### src/rtl/adder_seq_pkg.sv
// -----------------------------------------------------------------------------
// adder_seq_pkg
//   Shared definitions for the byte-serial multi-precision adder:
//   - state_t   : sequencer state encoding (IDLE, RUN, DONE)
//   - BYTE_W    : width of the shared adder slice
//   - idx_width : width of the byte index register for a given operand size
//                 (ceil(log2(nbytes)), never less than one bit)
// -----------------------------------------------------------------------------
`timescale 1ns/1ps

package adder_seq_pkg;

    localparam int BYTE_W = 8;

    typedef enum logic [1:0] {
        IDLE = 2'd0,
        RUN  = 2'd1,
        DONE = 2'd2
    } state_t;

    // A one-byte operand still needs a (constant-zero) index register.
    function automatic int idx_width(input int nbytes);
        return (nbytes <= 1) ? 1 : $clog2(nbytes);
    endfunction

endpackage : adder_seq_pkg

### src/rtl/adder_slice8.sv
// -----------------------------------------------------------------------------
// adder_slice8
//   Purely combinational 8-bit carry-lookahead adder slice.
//
//   Ports:
//     a    in  8  addend byte
//     b    in  8  addend byte
//     cin  in  1  carry into bit 0
//     sum  out 8  a + b + cin, modulo 256
//     cout out 1  carry out of bit 7
//
//   Every carry is formed directly from the generate/propagate terms and cin
//   (c[i+1] = g[i] | p[i]g[i-1] | ... | p[i]..p[0]cin), so no carry depends
//   on a lower-order carry signal.
// -----------------------------------------------------------------------------
`timescale 1ns/1ps

module adder_slice8
    import adder_seq_pkg::*;
(
    input  logic [BYTE_W-1:0] a,
    input  logic [BYTE_W-1:0] b,
    input  logic              cin,
    output logic [BYTE_W-1:0] sum,
    output logic              cout
);

    logic [BYTE_W-1:0] g;
    logic [BYTE_W-1:0] p;
    logic [BYTE_W:0]   c;

    assign g = a & b;
    assign p = a ^ b;

    always_comb begin
        logic term;
        logic prod;
        // NOTE: every variable written here gets a value before any
        // conditional or loop, so the block can never infer a latch.
        c    = '0;
        term = 1'b0;
        prod = 1'b0;
        c[0] = cin;
        for (int i = 0; i < BYTE_W; i++) begin
            term = g[i];
            prod = p[i];
            for (int j = i - 1; j >= 0; j--) begin
                term = term | (prod & g[j]);
                prod = prod & p[j];
            end
            c[i+1] = term | (prod & cin);
        end
    end

    assign sum  = p ^ c[BYTE_W-1:0];
    assign cout = c[BYTE_W];

endmodule : adder_slice8

### src/rtl/adder_byte_seq.sv
// -----------------------------------------------------------------------------
// adder_byte_seq
//   Multi-precision add sequencer. Adds two NBYTES-byte operands through one
//   shared 8-bit carry-lookahead slice, least-significant byte first, one byte
//   per cycle. The carry between bytes is held in a register.
//
//   Parameters:
//     NBYTES     operand width in bytes (1..16); W = 8*NBYTES
//
//   Ports:
//     clk        in  1  clock, rising edge
//     rst        in  1  synchronous active-high reset
//     in_valid   in  1  operand request valid
//     in_ready   out 1  high in IDLE (combinational from state)
//     in_a       in  W  operand A
//     in_b       in  W  operand B
//     in_cin     in  1  carry into byte 0
//     in_sub     in  1  subtract request (only with ADDER_BYTE_SEQ_SUB_EN)
//     out_valid  out 1  result valid (held until out_ready)
//     out_ready  in  1  consumer accepts result
//     out_sum    out W  sum (or difference) modulo 2^W
//     out_cout   out 1  carry out of top byte (1 = no borrow when subtracting)
//     busy       out 1  high in RUN or DONE
//
//   Build option:
//     ADDER_BYTE_SEQ_SUB_EN  adds in_sub; when set, B is inverted into the
//                            slice and byte-0 carry-in is forced to 1, giving
//                            A - B. Undefined: add-only, no in_sub port.
//
//   Timing: a request accepted at edge T shows out_valid after edge T+NBYTES.
// -----------------------------------------------------------------------------
`timescale 1ns/1ps

module adder_byte_seq
    import adder_seq_pkg::*;
#(
    parameter  int NBYTES = 4,
    localparam int W      = BYTE_W * NBYTES
)(
    input  logic         clk,
    input  logic         rst,
    input  logic         in_valid,
    output logic         in_ready,
    input  logic [W-1:0] in_a,
    input  logic [W-1:0] in_b,
    input  logic         in_cin,
`ifdef ADDER_BYTE_SEQ_SUB_EN
    input  logic         in_sub,
`endif
    output logic         out_valid,
    input  logic         out_ready,
    output logic [W-1:0] out_sum,
    output logic         out_cout,
    output logic         busy
);

    localparam int IDX_W = idx_width(NBYTES);
    localparam logic [IDX_W-1:0] LAST_IDX = IDX_W'(NBYTES - 1);

    state_t             state;
    logic [IDX_W-1:0]   idx;
    logic [W-1:0]       a_q;
    logic [W-1:0]       b_q;
    logic               carry_q;
    logic [W-1:0]       sum_q;
    logic               cout_q;
    logic               out_valid_q;
    logic               sub_q;

    logic [BYTE_W-1:0]  slice_a;
    logic [BYTE_W-1:0]  slice_b;
    logic [BYTE_W-1:0]  slice_sum;
    logic               slice_cout;
    logic               start_carry;
    logic               start_sub;

    // ------------------------------------------------------------------
    // Request-time decode of the operation mode
    // ------------------------------------------------------------------
`ifdef ADDER_BYTE_SEQ_SUB_EN
    assign start_sub   = in_sub;
    // Two's-complement subtract: A + ~B + 1, so in_cin is ignored.
    assign start_carry = in_sub ? 1'b1 : in_cin;
`else
    assign start_sub   = 1'b0;
    assign start_carry = in_cin;
`endif

    // ------------------------------------------------------------------
    // Byte selection into the shared slice
    // ------------------------------------------------------------------
    assign slice_a = a_q[idx*BYTE_W +: BYTE_W];
    assign slice_b = sub_q ? ~b_q[idx*BYTE_W +: BYTE_W]
                           :  b_q[idx*BYTE_W +: BYTE_W];

    adder_slice8 u_slice (
        .a    (slice_a),
        .b    (slice_b),
        .cin  (carry_q),
        .sum  (slice_sum),
        .cout (slice_cout)
    );

    // ------------------------------------------------------------------
    // Sequencer, operand and result registers
    // ------------------------------------------------------------------
    // NOTE: sequential state uses non-blocking assignments only, so every
    // register sees the pre-edge value of every other register.
    always_ff @(posedge clk) begin
        if (rst) begin
            // NOTE: the operand and result registers are reset as well, not
            // just the control state: out_sum is visible from reset and must
            // read zero, and an aborted partial result must not leak out.
            state       <= IDLE;
            idx         <= '0;
            a_q         <= '0;
            b_q         <= '0;
            carry_q     <= 1'b0;
            sum_q       <= '0;
            cout_q      <= 1'b0;
            out_valid_q <= 1'b0;
            sub_q       <= 1'b0;
        end else begin
            case (state)
                IDLE: begin
                    if (in_valid) begin
                        a_q     <= in_a;
                        b_q     <= in_b;
                        carry_q <= start_carry;
                        sub_q   <= start_sub;
                        idx     <= '0;
                        state   <= RUN;
                    end
                end

                RUN: begin
                    sum_q[idx*BYTE_W +: BYTE_W] <= slice_sum;
                    carry_q                     <= slice_cout;
                    if (idx == LAST_IDX) begin
                        cout_q      <= slice_cout;
                        out_valid_q <= 1'b1;
                        state       <= DONE;
                    end else begin
                        idx <= idx + IDX_W'(1);
                    end
                end

                DONE: begin
                    // Result registers are untouched here, so they hold
                    // steady for as long as the consumer stalls.
                    if (out_ready) begin
                        out_valid_q <= 1'b0;
                        state       <= IDLE;
                    end
                end

                default: begin
                    state       <= IDLE;
                    out_valid_q <= 1'b0;
                end
            endcase
        end
    end

    // ------------------------------------------------------------------
    // Outputs
    // ------------------------------------------------------------------
    assign in_ready  = (state == IDLE);
    assign busy      = (state != IDLE);
    assign out_valid = out_valid_q;
    assign out_sum   = sum_q;
    assign out_cout  = cout_q;

endmodule : adder_byte_seq

### config.mk
export PLATFORM = sky130hd
export DESIGN_NAME = adder_byte_seq
export DESIGN_NICKNAME = d
export VERILOG_FILES = /design/src/rtl/adder_seq_pkg.sv /design/src/rtl/adder_slice8.sv /design/src/rtl/adder_byte_seq.sv
export SDC_FILE = /design/constraint.sdc
export NUM_CORES = 1
export LEC_CHECK = 0
export CORE_ASPECT_RATIO = 1.2
export CORE_MARGIN = 2
export CORE_UTILIZATION = 45
export CTS_BUF_LIST = sky130_fd_sc_hd__clkbuf_4 sky130_fd_sc_hd__clkbuf_8
export DETAILED_ROUTE_END_ITERATION = 12
export GPL_ROUTABILITY_DRIVEN = 0
export PLACE_DENSITY = 0.7
export RECOVER_POWER = 25
export REMOVE_ABC_BUFFERS = 1
export SKIP_LAST_GASP = 1
export SYNTH_ARGS = -nofsm -noshare
export SYNTH_HDL_FRONTEND = slang
export SYNTH_SLANG_ARGS = --single-unit
### constraint.sdc
create_clock -name clk -period 3.9 [get_ports clk]
set_input_delay 0.975 -clock clk [delete_from_list [all_inputs] [get_ports clk]]
set_output_delay 0.975 -clock clk [all_outputs]
set_load 0.05 [all_outputs]
; ---- Word level (Yosys, flattened, before mapping)
; Index checks and enable logic that the tools add are counted.
[totals]
regBits = 103
input_bits = 69
output_inout_bits = 36
elab_cells = 147
[classes]
n_addsub = 2
eq_ne = 7
shift = 4
mux = 13
bitwise_logic = 104
n_reduce_logical = 9
[op_table]
columns = cell, count
row1 = bitwise AND 1 bit, 64
row2 = indexed part select 32 x 6 -> 8 bit, 2
row3 = OR 1 bit, 36
row4 = negator 5 -> 34 bit, 1
row5 = "variable shift 8 x 34 -> 32 bit, first input constant", 1
row6 = indexed part select 8 x 34 -> 32 bit, 1
row7 = bitwise mux 32 bit, 1
row8 = XOR 8 bit, 2
row9 = two-way mux 2 bit, 5
row10 = AND reduction 3 bit, 3
row11 = bitwise AND 8 bit, 1
row12 = "inequality test 2 bit, second input constant", 4
row13 = case mux 2 bit (3 select lines), 1
row14 = AND reduction 2 bit, 3
row15 = "equality test 2 bit, second input constant", 2
row16 = case mux 2 bit (2 select lines), 1
row17 = nonzero test 2 bit, 2
row18 = two-way mux 1 bit, 3
row19 = case mux 1 bit (3 select lines), 1
row20 = "adder 2 x 1 -> 2 bit, second input constant", 1
row21 = "equality test 2 x 1 -> 1 bit, second input constant", 1
row22 = logical NOT 2 bit, 1
row23 = case mux 1 bit (2 select lines), 1
row24 = NOT 1 bit, 1

; ---- Logic depth before layout (Yosys ltp)
[depth]
depth_word = 13
mapped_depth = 9
ltp_nobuf = 7

; ---- By module
; From an unflattened synthesis, not the netlist that was laid out.
[hier_totals]
cells_unflattened = 487
area_unflattened_um2 = 4473.0
[by_module_without_submodules]
columns = module, n_inst, cells_each, area_each_um2, seq_area_each_um2
row1 = adder_byte_seq, 1, 446, 4140.2, 2062.0
row2 = adder_slice8, 1, 41, 332.8, 0.0

; ---- Worst setup path before layout
; Ideal clock, no wire load.
[synth_path]
path_kind = register to register
start = register idx[1]
end = register sum_q[30] (netlist: out_sum[30])
setup_ns = 0.133
arrival_time_ns = 2.688
required_time_ns = 3.767
path_slack_ns = 1.079
path_stages_with_launch = 10
path_buffers = 2
synth_period_minus_slack_ns = 2.821
path_cell_list = dfxtp_1 clkbuf_1 buf_1 mux4_2 ha_1 o21ai_2 nor4b_1 a2111oi_4 xor2_1 o22ai_1
[synth_via]
elab_chain_len = 13
word_cells_on_any_way = 86
classes_between = add/sub (1) / shift (4) / mux (1) / bitwise (80)
[synth_lines]
columns = element, line
row1 = from (decl), adder_byte_seq.sv:61  ; logic [IDX_W-1:0] idx;
row2 = from (signal assigned), adder_byte_seq.sv:144  ; idx <= idx + IDX_W'(1);
row3 = "indexed part select 32 x 6 -> 8 bit, on equally long branches", "adder_byte_seq.sv:92, adder_byte_seq.sv:93, adder_byte_seq.sv:94"
row4 = XOR 8 bit or bitwise AND 8 bit (tied branches), "adder_slice8.sv:33, adder_slice8.sv:32"
row5 = "bitwise AND 1 bit, on equally long branches", "adder_slice8.sv:48, adder_slice8.sv:49"
row6 = OR 1 bit (tied with other cells) (5 in a row), adder_slice8.sv:48  ; term = term | (prod & g[j]);
row7 = OR 1 bit or bitwise AND 1 bit (tied branches), "adder_slice8.sv:48, adder_slice8.sv:51"
row8 = OR 1 bit, adder_slice8.sv:51  ; c[i+1] = term | (prod & cin);
row9 = XOR 8 bit, adder_slice8.sv:55  ; assign sum = p ^ c[BYTE_W-1:0];
row10 = indexed part select 8 x 34 -> 32 bit, adder_byte_seq.sv:137  ; sum_q[idx*BYTE_W +: BYTE_W] <= slice_sum;
row11 = bitwise mux 32 bit (*), adder_byte_seq.sv:137
row12 = "to (signal, indexed assignment)", adder_byte_seq.sv:137
row13 = to (decl), adder_byte_seq.sv:65  ; logic [W-1:0] sum_q;
; Mark *: on every way between the ends. The rest lies on a longest branch, timed or not.
; A chain may end at the register's enable or synchronous reset.

; ---- Worst setup path after layout
[layout_path]
start = input port rst
end = register a_q[5]
[layout_rtl]
columns = element, line
row1 = from (decl), adder_byte_seq.sv:41  ; input logic rst,
row2 = to (signal assigned), adder_byte_seq.sv:127  ; a_q <= in_a;
row3 = to (decl), adder_byte_seq.sv:62  ; logic [W-1:0] a_q;
; No word-level cell between the ends.

==> impl_metrics.csv <==
group,metric,value,unit
run_status,run_status,"finished with violations",
run_status,violations,"max-capacitance violations, max-slew violations",
flow_run,drv_cap,1,
layout,syn2layout_area_growth,28.7,%
die,die_w,94.9,um
drt,drt_wl_total,10.4,mm
worst_setup_path,crit_fanout,44,
clocking,cts_resized,0,
clocking,worstSkewPairLatency,0.37,ns
drt,dr_total_vias,3829,
place,placed_area,0.00557,sq mm
worst_setup_path,critPathRequiredTime,4.07,ns
synth,synthArstFlopShare,0,
clocking,postCtsSetupRepairBufs,0,
global_routing,grtUsageTotal,0.199,
synth,synthFlopType,"dfxtp_1",
drt,post_drt_wl_per_cell,14.4,um
worst_setup_path,critPathArrivalTime,3.43,ns
timing,fin_worst_skew,0.0142,ns
layout,diodes,0,
clocking,clock_path_buffers,2,
global_routing,grt_max_degree,51,
clocking,cts_buffers,9,
drt,drc,0,
timing,worstMarginPinSlew,1.79,ns
global_routing,grt_pass1_vias,3754,
clocking,hold_buffers,0,
drt,drtAntennaViolNets,0,
power,power_leakage,0.00210,uW
clocking,cts-htree-levels,3,
drt,drtPass1Iterations,4,
layout,multi_input_area,0.00221,sq mm
synth,synthDistinctLibCells,44,
die,initial_core_util,0.467,
power,power_density,369,mW/mm^2
die,die_area,0.0107,sq mm
global_routing,grt-ovfl-total,0,
clocking,clock-root-buffer,"clkbuf_8",
timing,period_share,0.837,
die,core,0.00956,sq mm
timing,rsz0062_at_grt,"no",
drt,vias_per_cell,5.29,
synth,yosysSeqAreaShare,0.462,
worst_setup_path,startpoint_type,"input port",
synth,syn_area,0.00446,sq mm
layout,final_nets,682,
timing,maxSlewViolCount,45,
timing,slew_headroom,-0.197,
layout,fillers,889,
synth,ys_ff_latch,103,
worst_hold_path,hold_class,"register to register",
layout,seq_area,0.00206,sq mm
die,die-height,113,um
global_routing,antenna_found_initial,0,
timing,clock.fmax,306,MHz
drt,drtIter0Drc,110,
global_routing,grt_pass1_wl,17.1,mm
clocking,cts_tree,"yes",
timing,finalSetupTns,0,ns
clocking,clock-sinks,103,
synth,netlist_instances,508,
power,irDropWorstVdd,0.206,mV
layout,fin_area,0.00574,sq mm
worst_setup_path,end_kind,"register",
place,io_buffers,104,
worst_setup_path,crit_type,"input port to register",
clocking,clk_pin_slew,0.09,ns
timing,fin_crit,3.27,ns
timing,hold_viol_final,0,
synth,ys_warn_count,0,
layout,drive_gt1_frac,0.0732,
synth,syn_avg_cell_area,8.79,sq um
power,p_total,2120,uW
die,ios,105,
timing,setup-violations-final,0,
place,dp_hpwl,7.97,mm
die,num_rows,39,
synth,synth-edff-count,0,
[through the flow]
stage | hold WS [ns] | std cells | setup WS [ns] | util
floorplan | 0.427 | 475 | 0.697 | -
global placement | 0.444 | 709 | 0.886 | 0.582
detailed placement | 0.450 | 709 | 0.772 | 0.582
CTS | 0.462 | 724 | 0.741 | 0.601
global route | 0.481 | 724 | 0.391 | 0.600
finish | 0.458 | 724 | 0.634 | 0.600
[state kept, by name, summed over array words and instances, names as in the netlist]
name	flops
a_q	32
b_q	32
carry_q	1
idx	2
out_cout	1
out_sum	32
out_valid	1
state	2
[critical path, stage by stage]
cell and delay (ns):
clkbuf_1 0.98, clkbuf_1 1.37, a21oi_1 0.09
[cells in the mapped netlist (3+ instances only)]
cell type | number | share of area
nand4_1 | 3 | 0.0042
ha_1 | 15 | 0.042
inv_1 | 9 | 0.0076
a32o_1 | 8 | 0.018
o22ai_1 | 4 | 0.0056
dfxtp_1 | 103 | 0.46
buf_2 | 10 | 0.011
a21oi_1 | 76 | 0.085
and4_1 | 3 | 0.0059
xor2_1 | 3 | 0.0059
nand3_1 | 8 | 0.0090
nor2_1 | 29 | 0.024
nor3_1 | 3 | 0.0034
clkbuf_1 | 19 | 0.016
a22oi_1 | 8 | 0.013
o21ai_0 | 11 | 0.012
mux4_2 | 16 | 0.081
nand2_1 | 147 | 0.12
[cells in the final DEF (no fill, tap or decap), types with 2 or more instances in the layout]
cell,synthesis,routed
nor2_1,29,29
xnor2_1,2,2
o21ai_0,11,11
clkbuf_4,0,2
clkinv_2,0,2
clkdlybuf4s50_1,0,102
dfxtp_1,103,103
o21bai_1,2,2
xor2_1,3,3
nor3_1,3,3
nand2_1,147,146
nand2_2,1,2
a22oi_1,8,8
nand3_1,8,8
a21oi_1,76,76
and4_1,3,3
clkbuf_1,19,3
nand2b_1,2,2
buf_4,0,4
inv_1,9,9
nand4_1,3,3
a32o_1,8,8
o22ai_1,4,4
ha_1,15,15
mux4_2,16,16
or3_1,2,2
nor2b_1,2,2
clkbuf_8,2,9
[power breakdown]
group	internal, uW	switching (uW)
clock network	306	346
logic	157	183
registers	1100	28.7
total	1560	558
[kinds of logic (layout without fill, tap and decap cells)]
logic type / after synthesis / count (layout) / share of synthesized area
AOI/OAI and AO/OA: 121 / 121 / 0.169
xor gates and xnor gates: 5 / 5 / 0.00981
adders and majority gates: 16 / 16 / 0.0465
buffers and inverters: 42 / 135 / 0.0426
DFF: 103 / 103 / 0.462
muxes: 17 / 17 / 0.0830
and+or+nand+nor: 204 / 204 / 0.187
[final cells by class]
type / instances / share of cell area
clock buffers: 11 / 0.0242
clock inverters: 4 / 0.00828
inverters: 9 / 0.00588
multi-input cells: 363 / 0.385
flip-flops and latches: 103 / 0.359
well taps: 123 / 0.0268
repair buffers: 111 / 0.190
[metal layers]
| metal | routed length (um) | vias up | global-route usage |
|---|---|---|---|
| li1 | - | 1930 | - |
| met1 | 4620 | 1797 | 0.244 |
| met2 | 5240 | 91 | 0.357 |
| met3 | 407 | 11 | 0.0293 |
| met4 | 128 | 0 | 0.0609 |
| met5 | 0 | - | 0 |
[worst paths after layout]
check,start,end,slack (ns),cells after the start
hold / removal,a_q[6],a_q[6],0.46,2
hold reg to reg,a_q[6],a_q[6],0.46,2
setup / recovery,rst,a_q[5],0.63,3
setup reg to reg,idx[0],out_sum[30],0.77,8
No activity file was read; power rests on OpenSTA's default activity.
